File: config.mk
export PLATFORM = sky130hd
export DESIGN_NAME = fp_align_ctrl
export DESIGN_NICKNAME = d
export VERILOG_FILES = /design/src/rtl/fp_align_ctrl.sv
export SDC_FILE = /design/constraint.sdc
export NUM_CORES = 1
export LEC_CHECK = 0
export BUFFER_PORTS_ARGS = -buffer_cell sky130_fd_sc_hd__buf_2
export CAP_MARGIN = 20
export CELL_PAD_IN_SITES_DETAIL_PLACEMENT = 1
export CELL_PAD_IN_SITES_GLOBAL_PLACEMENT = 1
export CORE_MARGIN = 10
export CORE_UTILIZATION = 41
export CTS_BUF_LIST = sky130_fd_sc_hd__clkbuf_8 sky130_fd_sc_hd__clkbuf_16
export CTS_CLUSTER_SIZE = 30
export DETAILED_ROUTE_END_ITERATION = 8
export PLACE_DENSITY = 0.81
export SYNTH_ARGS = -nofsm -noshare
export SYNTH_HDL_FRONTEND = slang
export SYNTH_SLANG_ARGS = --single-unit
export TNS_END_PERCENT = 50
File: constraint.sdc
create_clock -name clk -period 4 [get_ports clk]
set_clock_uncertainty 0.15 [all_clocks]
set_input_delay 1 -clock clk [delete_from_list [all_inputs] [get_ports clk]]
set_output_delay 1 -clock clk [all_outputs]
set_load 0.01 [all_outputs]
File: src/rtl/fp_align_ctrl.sv
// Exponent-alignment sequencer for the FP adder: picks the big/small operand,
// drives the shared right-shifter with the small fraction and hands off aligned mantissas.
module fp_align_ctrl #(
    parameter bit TIE_BY_FRAC = 1'b1
) (
    input  logic        clk,
    input  logic        rst_n,
    input  logic        in_valid,
    output logic        in_ready,
    input  logic [31:0] opA,
    input  logic [31:0] opB,
    output logic [22:0] sh_num,
    output logic [7:0]  sh_qtt,
    input  logic [25:0] sh_result,
    output logic        out_valid,
    input  logic        out_ready,
    output logic [7:0]  out_exp,
    output logic [25:0] out_mantBig,
    output logic [25:0] out_mantSmall,
    output logic        out_signBig,
    output logic        out_signSmall,
    output logic        out_swap,
    output logic        busy,
    output logic [1:0]  dbg_state_o
);

    // in_valid/in_ready and out_valid/out_ready: a transfer happens on a rising
    // edge where both are high; valid holds its payload until that edge.
    typedef enum logic [1:0] {
        IDLE  = 2'd0,
        CMP   = 2'd1,
        SHIFT = 2'd2,
        DONE  = 2'd3
    } state_t;

    state_t      state_q;
    logic [31:0] a_q, b_q;
    logic        in_ready_q, out_valid_q, busy_q;
    logic        swap_q, sign_big_q, sign_small_q;
    logic [7:0]  exp_q, sh_qtt_q;
    logic [22:0] sh_num_q;
    logic [25:0] mant_big_q, mant_small_q;

    logic [7:0]  a_exp, b_exp, big_exp_c, small_exp_c;
    logic [22:0] a_frac, b_frac;
    logic        a_is_big;
    logic [31:0] big_c, small_c, big_s, small_s;

    assign a_exp  = a_q[30:23];
    assign b_exp  = b_q[30:23];
    assign a_frac = a_q[22:0];
    assign b_frac = b_q[22:0];

    // Exponent decides; on a tie either the larger fraction or A wins.
    assign a_is_big = (a_exp > b_exp) ||
                      ((a_exp == b_exp) && (!TIE_BY_FRAC || (a_frac >= b_frac)));

    assign big_c       = a_is_big ? a_q : b_q;
    assign small_c     = a_is_big ? b_q : a_q;
    assign big_exp_c   = big_c[30:23];
    assign small_exp_c = small_c[30:23];

    // After CMP the selection is carried by swap_q.
    assign big_s   = swap_q ? b_q : a_q;
    assign small_s = swap_q ? a_q : b_q;

    always_ff @(posedge clk or negedge rst_n) begin
        if (!rst_n) begin
            state_q      <= IDLE;
            a_q          <= '0;
            b_q          <= '0;
            in_ready_q   <= 1'b1;
            out_valid_q  <= 1'b0;
            busy_q       <= 1'b0;
            swap_q       <= 1'b0;
            sign_big_q   <= 1'b0;
            sign_small_q <= 1'b0;
            exp_q        <= '0;
            sh_qtt_q     <= '0;
            sh_num_q     <= '0;
            mant_big_q   <= '0;
            mant_small_q <= '0;
        end else begin
            case (state_q)
                IDLE: begin
                    if (in_valid) begin
                        a_q        <= opA;
                        b_q        <= opB;
                        in_ready_q <= 1'b0;
                        busy_q     <= 1'b1;
                        state_q    <= CMP;
                    end
                end
                CMP: begin
                    swap_q       <= !a_is_big;
                    exp_q        <= big_exp_c;
                    sign_big_q   <= big_c[31];
                    sign_small_q <= small_c[31];
                    sh_num_q     <= small_c[22:0];
                    sh_qtt_q     <= big_exp_c - small_exp_c;
                    state_q      <= SHIFT;
                end
                SHIFT: begin
                    // A zero exponent field flushes that operand to a zero mantissa.
                    mant_big_q   <= (big_s[30:23] == 8'd0) ? 26'd0 : {1'b1, big_s[22:0], 2'b00};
                    mant_small_q <= (small_s[30:23] == 8'd0) ? 26'd0 : sh_result;
                    out_valid_q  <= 1'b1;
                    state_q      <= DONE;
                end
                DONE: begin
                    if (out_ready) begin
                        out_valid_q <= 1'b0;
                        in_ready_q  <= 1'b1;
                        busy_q      <= 1'b0;
                        state_q     <= IDLE;
                    end
                end
                default: state_q <= IDLE;
            endcase
        end
    end

    assign in_ready      = in_ready_q;
    assign out_valid     = out_valid_q;
    assign busy          = busy_q;
    assign sh_num        = sh_num_q;
    assign sh_qtt        = sh_qtt_q;
    assign out_exp       = exp_q;
    assign out_mantBig   = mant_big_q;
    assign out_mantSmall = mant_small_q;
    assign out_signBig   = sign_big_q;
    assign out_signSmall = sign_small_q;
    assign out_swap      = swap_q;
    assign dbg_state_o   = state_q;

endmodule
==> results of run 1 <==
==> through the flow <==
stage	hold WS, ns	power, mW
2_1_floorplan	0.351	6.37
3_3_place_gp	0.319	7.87
3_5_place_dp	0.338	8.09
4_1_cts	0.351	9.73
5_1_grt	0.366	10.5
6_report	0.343	9.60
==> flip-flops by register name, indices dropped and copies added (netlist names) <==
name and flops:
out_valid 1, b_q 32, in_ready 1, a_q 32
out_mantBig 24, out_signBig 1, out_signSmall 1, out_exp 8
out_swap 1, sh_qtt 8, sh_num 23, dbg_state_o 2
out_mantSmall 26, busy 1
==> worst min path at each step <==
stage	start	to	slack, ns	cells past startpoint
3_3_place_gp	sh_qtt[0]$_DFFE_PN0N_	sh_qtt[0]$_DFFE_PN0N_	0.32	2
2_1_floorplan	a_q[31]$_DFFE_PN0P_	a_q[31]$_DFFE_PN0P_	0.35	1
4_1_cts	sh_qtt[7]$_DFFE_PN0N_	sh_qtt[7]$_DFFE_PN0N_	0.35	1
5_1_grt	sh_qtt[7]$_DFFE_PN0N_	sh_qtt[7]$_DFFE_PN0N_	0.37	1
6_report	sh_qtt[7]$_DFFE_PN0N_	sh_qtt[7]$_DFFE_PN0N_	0.34	1
3_5_place_dp	sh_qtt[7]$_DFFE_PN0N_	sh_qtt[7]$_DFFE_PN0N_	0.34	1
==> cell usage in the layout (no fill, tap or decap), drive strengths merged, types with 3 or more instances in the layout <==
master	n
dfrtp	160
nand2	47
a21oi	72
nor2	65
a21o	3
inv	91
mux2i	39
ha	36
o22ai	26
a31oi	3
mux2	69
clkinv	5
nor3	4
nor2b	4
nand3	8
a221oi	3
nand2b	7
clkbuf	19
o21ai	36
nor4	5
clkinvlp	3
nand4	5
buf	199
==> report_power, final <==
group | internal, mW | leakage [nW] | switching (mW) | total [mW]
logic | 2.04 | 2.55 | 2.79 | 4.83
clock network | 0.940 | 0.283 | 0.644 | 1.58
registers | 2.48 | 1.91 | 0.710 | 3.19
==> layer usage <==
| layer | vias up | GRT usage | part of all wire |
|---|---|---|---|
| met5 | - | 0 | 0.00043 |
| li1 | 2886 | - | - |
| met4 | 2 | 0.0503 | 0.0092 |
| met2 | 170 | 0.311 | 0.48 |
| met3 | 22 | 0.0499 | 0.067 |
| met1 | 3056 | 0.236 | 0.44 |
==> kinds of logic (layout without fill, tap and decap cells) <==
kind of cell,Yosys count,after routing,share of synthesized area
AOI/OAI and AO/OA,156,156,0.115
muxes,108,108,0.151
and+or+nand+nor,150,150,0.0839
adders and majority gates,36,36,0.0583
xor gates and xnor gates,4,4,0.00454
DFF,161,161,0.522
other,1,2,0.000485
buffers and inverters,128,319,0.0648
==> final cells by class <==
class                   count  area, µm²  area share
well taps                 234        293      0.0309
repair buffers            199       1040       0.109
inverters                  89        334      0.0352
clock inverters            12        119      0.0125
clock buffers              19        453      0.0477
multi-input cells         456       3220       0.339
flip-flops and latches    161       4030       0.425
==> worst max-delay path, stage by stage, from the launching register on <==
cell	delay (ns)
dfrtp_1	0.42
ha_1	0.32
a21oi_1	0.14
o21ai_0	0.15
a221oi_1	0.40
a31oi_1	0.21
o21ai_4	0.44
mux2i_1	0.19
a221o_1	0.45
a221o_1	0.37
xor2_1	0.16
mux2_2	0.27
==> synth_stat cells (2+ instances only) <==
master    instances  area (µm²)
inv_1            89         334
a21oi_1          72         360
dfrtp_1         160        4000
o21ai_0          34         170
nor4_1            5        31.3
clkbuf_1         32         120
mux2i_1          39         390
a21o_1            3        22.5
nor2_1           65         244
buf_1             2        7.51
o22ai_1          26         163
nand2_1          47         176
nor3_1            4        20.0
ha_1             36         450
mux2_2           69         777
a221oi_1          3        26.3
xor2_1            2        17.5
o211a_1           2        20.0
nand2b_1          7        43.8
a221o_1           2        20.0
nand4_1           5        31.3
xnor2_1           2        17.5
a31oi_1           3        18.8
nor2b_1           4        25.0
nand3_1           8        40.0
buf_4             3        22.5
==> flow_metrics.py, run 1 <==
metrics = {
    "outcome": {
        "outcome": "completed",
    },
    "finish": {
        "fin_nets": 1054,
        "antennaDiodeCount": 0,
        "fin_cells": 1170,
        "finish.utilization": 0.509,
        "drive_gt1_frac": 0.326,
        "fin_area_um2": 9490,
        "fillers": 2172,
        "syn_to_final_growth_pct": 22.8,
    },
    "placed_design": {
        "gp_congestion": 0.845,
        "place_ws_ns": 0.0408,
        "post_dp_cell_area_um2": 8910,
        "dpl.hpwl_um": 17100,
        "port_buffers": 190,
        "post-place-cells": 1139,
    },
    "routing": {
        "dr.pass1.iters": 4,
        "ant_nets": 0,
        "num_vias": 6136,
        "wl_per_cell_um": 19.7,
        "wl_um": 23100,
        "first_iter_violations": 223,
        "drc_errors": 0,
        "routed_via_density": 5.24,
    },
    "timing": {
        "tightest_slew_ns": 0.900,
        "slew_viol_final": 0,
        "max_freq_ghz": 0.264,
        "setup_violations": 0,
        "fin_tns_setup_ns": 0,
        "worst_slack_ns": 0.213,
        "hold_viol": 0,
        "final.period_utilization": 0.947,
        "period_needed_ns": 3.79,
        "rsz0062_at_grt": "no",
        "slew-limit-headroom": 0.400,
    },
    "worst_hold_path": {
        "hold_path.class": "reg -> reg",
    },
    "clock_tree": {
        "holdBufCountCts": 0,
        "cts_resized": 0,
        "numCtsBuffers": 17,
        "clockRootBuffer": "clkbuf_16",
        "insertion_delay_ns": 0.42,
        "path_clk_slew_ns": 0.06,
        "cts.path.max_buffers": 2,
        "post_cts_buffers": 0,
        "cts_num_sinks": 161,
        "h-tree-depth": 4,
        "tritoncts": "yes",
    },
    "critical_path": {
        "worst-setup-path-type": "reg -> reg",
        "reg2reg_to": "sh_qtt[4]$_DFFE_PN0N_",
        "critPathLaunch": "a_q[10]$_DFFE_PN0P_",
        "rr_worst_depth": 11,
        "cp.required_ns": 4.15,
        "rrSetupSlack_ns": 0.21,
        "worst_setup_path_start_kind": "flop",
        "setup.worst_path.end": "sh_qtt[4]$_DFFE_PN0N_",
        "cp_max_fo": 13,
        "endpoint_kind": "flop",
        "r2r-start": "a_q[10]$_DFFE_PN0P_",
        "cp.arrival_ns": 3.93,
    },
    "logic_synthesis": {
        "synth-seq-cells": 161,
        "yosys.cell_types.count": 46,
        "synth_flop_cell": "dfrtp_1",
        "synth_cells": 744,
        "yosys_warnings": 0,
        "seq_area_frac_synth": 0.522,
        "syn_avg_cell_area_um2": 10.4,
        "synth_edf_count": 0,
        "netlist_area_um2": 7730,
        "async_flop_share": 1.00,
    },
    "floorplan": {
        "die_area_um2": 24700,
        "start_util": 0.414,
        "chipHeight_um": 157,
        "rows": 50,
        "ios": 193,
        "die_w_um": 157,
        "coreArea_um2": 18600,
    },
    "pwr": {
        "power_per_cell_area_nw_per_um2": 1010,
        "ir_drop_mv": 0.472,
        "p_leak_nw": 4.74,
    },
    "global_route": {
        "antenna_found_initial": 1,
        "grt_pass1_wl_um": 36500,
        "gr-usage-all-layers": 0.187,
        "grt_max_degree": 82,
        "grt_pass1_vias": 6696,
        "grt_overflow_total": 0,
    },
    "flow_run": {
        "maxCapViolations": 0,
    },
}
No activity file was read; power rests on OpenSTA's default activity.
==> run 2: changes to the inputs <==
CELL_PAD_IN_SITES_DETAIL_PLACEMENT = not set   (was 1)
CELL_PAD_IN_SITES_GLOBAL_PLACEMENT = not set   (was 1)
CORE_UTILIZATION = 54   (was 41)
PLACE_DENSITY = 0.82   (was 0.81)
==> run 2 against run 1 <==
Critical path depth unchanged. Power down 0.63%. Flip-flop and latch count unchanged. Non-clock buffer count up 2. Sequential power about the same. Critical path type unchanged. Register-to-register slack better by 0.09 ns. Wire length down 11%. Die area down 21%. Setup slack better by 0.090 ns. Global-route usage up 2.4 points.
==> flow_metrics.py, run 2 (synthesized netlist as in run 1, its figures left out) <==
metrics = {
    "outcome": {
        "outcome": "completed",
    },
    "pwr": {
        "power_per_cell_area_nw_per_um2": 1010,
        "ir_drop_mv": 0.434,
        "p_leak_nw": 4.75,
    },
    "floorplan": {
        "start_util": 0.554,
        "ios": 193,
        "die_w_um": 140,
        "coreArea_um2": 13900,
        "rows": 43,
        "chipHeight_um": 140,
        "die_area_um2": 19500,
    },
    "timing": {
        "slew_viol_final": 0,
        "max_freq_ghz": 0.271,
        "final.period_utilization": 0.924,
        "slew-limit-headroom": 0.436,
        "hold_viol": 0,
        "period_needed_ns": 3.70,
        "rsz0062_at_grt": "no",
        "tightest_slew_ns": 0.846,
        "fin_tns_setup_ns": 0,
        "setup_violations": 0,
    },
    "clock_tree": {
        "cts_resized": 0,
        "clockRootBuffer": "clkbuf_16",
        "holdBufCountCts": 0,
        "tritoncts": "yes",
        "post_cts_buffers": 0,
        "path_clk_slew_ns": 0.06,
        "numCtsBuffers": 17,
        "h-tree-depth": 4,
        "insertion_delay_ns": 0.42,
        "cts.path.max_buffers": 2,
        "cts_num_sinks": 161,
    },
    "critical_path": {
        "cp.required_ns": 4.15,
        "crit_chain": "ha_1, nand4_1, nor4_1, o31ai_1, a31oi_1, o21ai_4, mux2i_1, a221o_1, a221o_1, xor2_1, mux2_2",
        "worst-setup-path-type": "reg -> reg",
        "cp.arrival_ns": 3.85,
        "worst_setup_path_start_kind": "flop",
        "slowest_delay_ns": 0.56,
        "cp_slowest_cell": "nor4_1",
        "cp_common_cell": "a221o_1",
        "cp_max_fo": 4,
        "endpoint_kind": "flop",
    },
    "routing": {
        "dr.pass1.iters": 5,
        "first_iter_violations": 381,
        "wl_per_cell_um": 18.4,
        "ant_nets": 0,
        "drc_errors": 0,
        "routed_via_density": 5.46,
        "num_vias": 6111,
        "wl_um": 20600,
    },
    "placed_design": {
        "dpl.hpwl_um": 15000,
        "port_buffers": 190,
        "post_dp_cell_area_um2": 8870,
        "gp_congestion": 0.937,
    },
    "global_route": {
        "grt_pass1_wl_um": 33700,
        "grt_max_degree": 81,
        "grt_overflow_total": 0,
        "grt_pass1_vias": 6502,
        "antenna_found_initial": 0,
        "gr-usage-all-layers": 0.212,
    },
    "worst_hold_path": {
        "hold_path.class": "reg -> reg",
    },
    "finish": {
        "antennaDiodeCount": 0,
        "layout_commonest_cell": "buf_2",
        "fin_nets": 1056,
        "fin_area_um2": 9440,
        "syn_to_final_growth_pct": 22.2,
        "drive_gt1_frac": 0.328,
        "layout_common_cells": "buf_2, dfrtp_1, inv_1",
    },
    "flow_run": {
        "maxCapViolations": 0,
    },
}
==> run 2: cell types whose count changed in the layout (fill, tap and decap cells not counted), sizes merged <==
cell and delta:
buf +2, bufinv -1, clkinv +3, inv -1
==> run 2: worst max-delay path, delay by kind of cell, from the launching register on <==
kind	cells	cell delay [ns]
adder cells (fa/ha/maj)	1	0.34
multiplexers	2	0.42
AND/OR/NAND/NOR	2	0.72
AO/OA/AOI/OAI	5	1.41
XOR/XNOR	1	0.16
flip-flops	1	0.40
==> run 2: layout make-up <==
cell class,count,area (µm²)
inverters,89,334
clock buffers,19,453
clock inverters,13,115
multi-input cells,456,3210
well taps,180,225
fillers,1114,4500
repair buffers,201,1060
flip-flops and latches,161,4030
==> run 2: final timing paths <==
check / from / endpoint / slack [ns] / cells after the start
min in group asynchronous: rst_n / out_mantSmall[20]$_DFFE_PN0P_ / 0.45 / 1
worst min register to register: sh_qtt[3]$_DFFE_PN0N_ / sh_qtt[3]$_DFFE_PN0N_ / 0.35 / 1
max in group asynchronous: rst_n / sh_qtt[0]$_DFFE_PN0N_ / 2.48 / 2
worst max register to register: a_q[17]$_DFFE_PN0P_ / sh_qtt[4]$_DFFE_PN0N_ / 0.30 / 11
worst min-delay path: sh_qtt[3]$_DFFE_PN0N_ / sh_qtt[3]$_DFFE_PN0N_ / 0.35 / 1
worst max-delay path: a_q[17]$_DFFE_PN0P_ / sh_qtt[4]$_DFFE_PN0N_ / 0.30 / 11
==> run 2: per-stage QoR <==
step                cells  hold slack, ns   util  total power, mW  setup slack, ns
floorplan             745           0.351      -             6.37            0.861
global placement     1087           0.320  0.637             7.82            0.482
detailed placement   1087           0.343  0.637             8.00            0.275
CTS                  1119           0.357  0.677             9.61            0.240
global route         1119           0.379  0.677             10.3           0.0307
finish               1119           0.350  0.677             9.54            0.303
==> run 2: per-layer routing <==
metal / track usage / up-vias / part of all wire
met5: 0 / - / 0
met4: 0.0636 / 0 / 0.016
met3: 0.0674 / 25 / 0.081
met2: 0.342 / 220 / 0.48
met1: 0.265 / 2959 / 0.42
li1: - / 2907 / -
==> run 2: power breakdown <==
group,internal [mW],switching [mW]
Combinational,2.09,2.75
Clock,0.888,0.658
Sequential,2.48,0.682
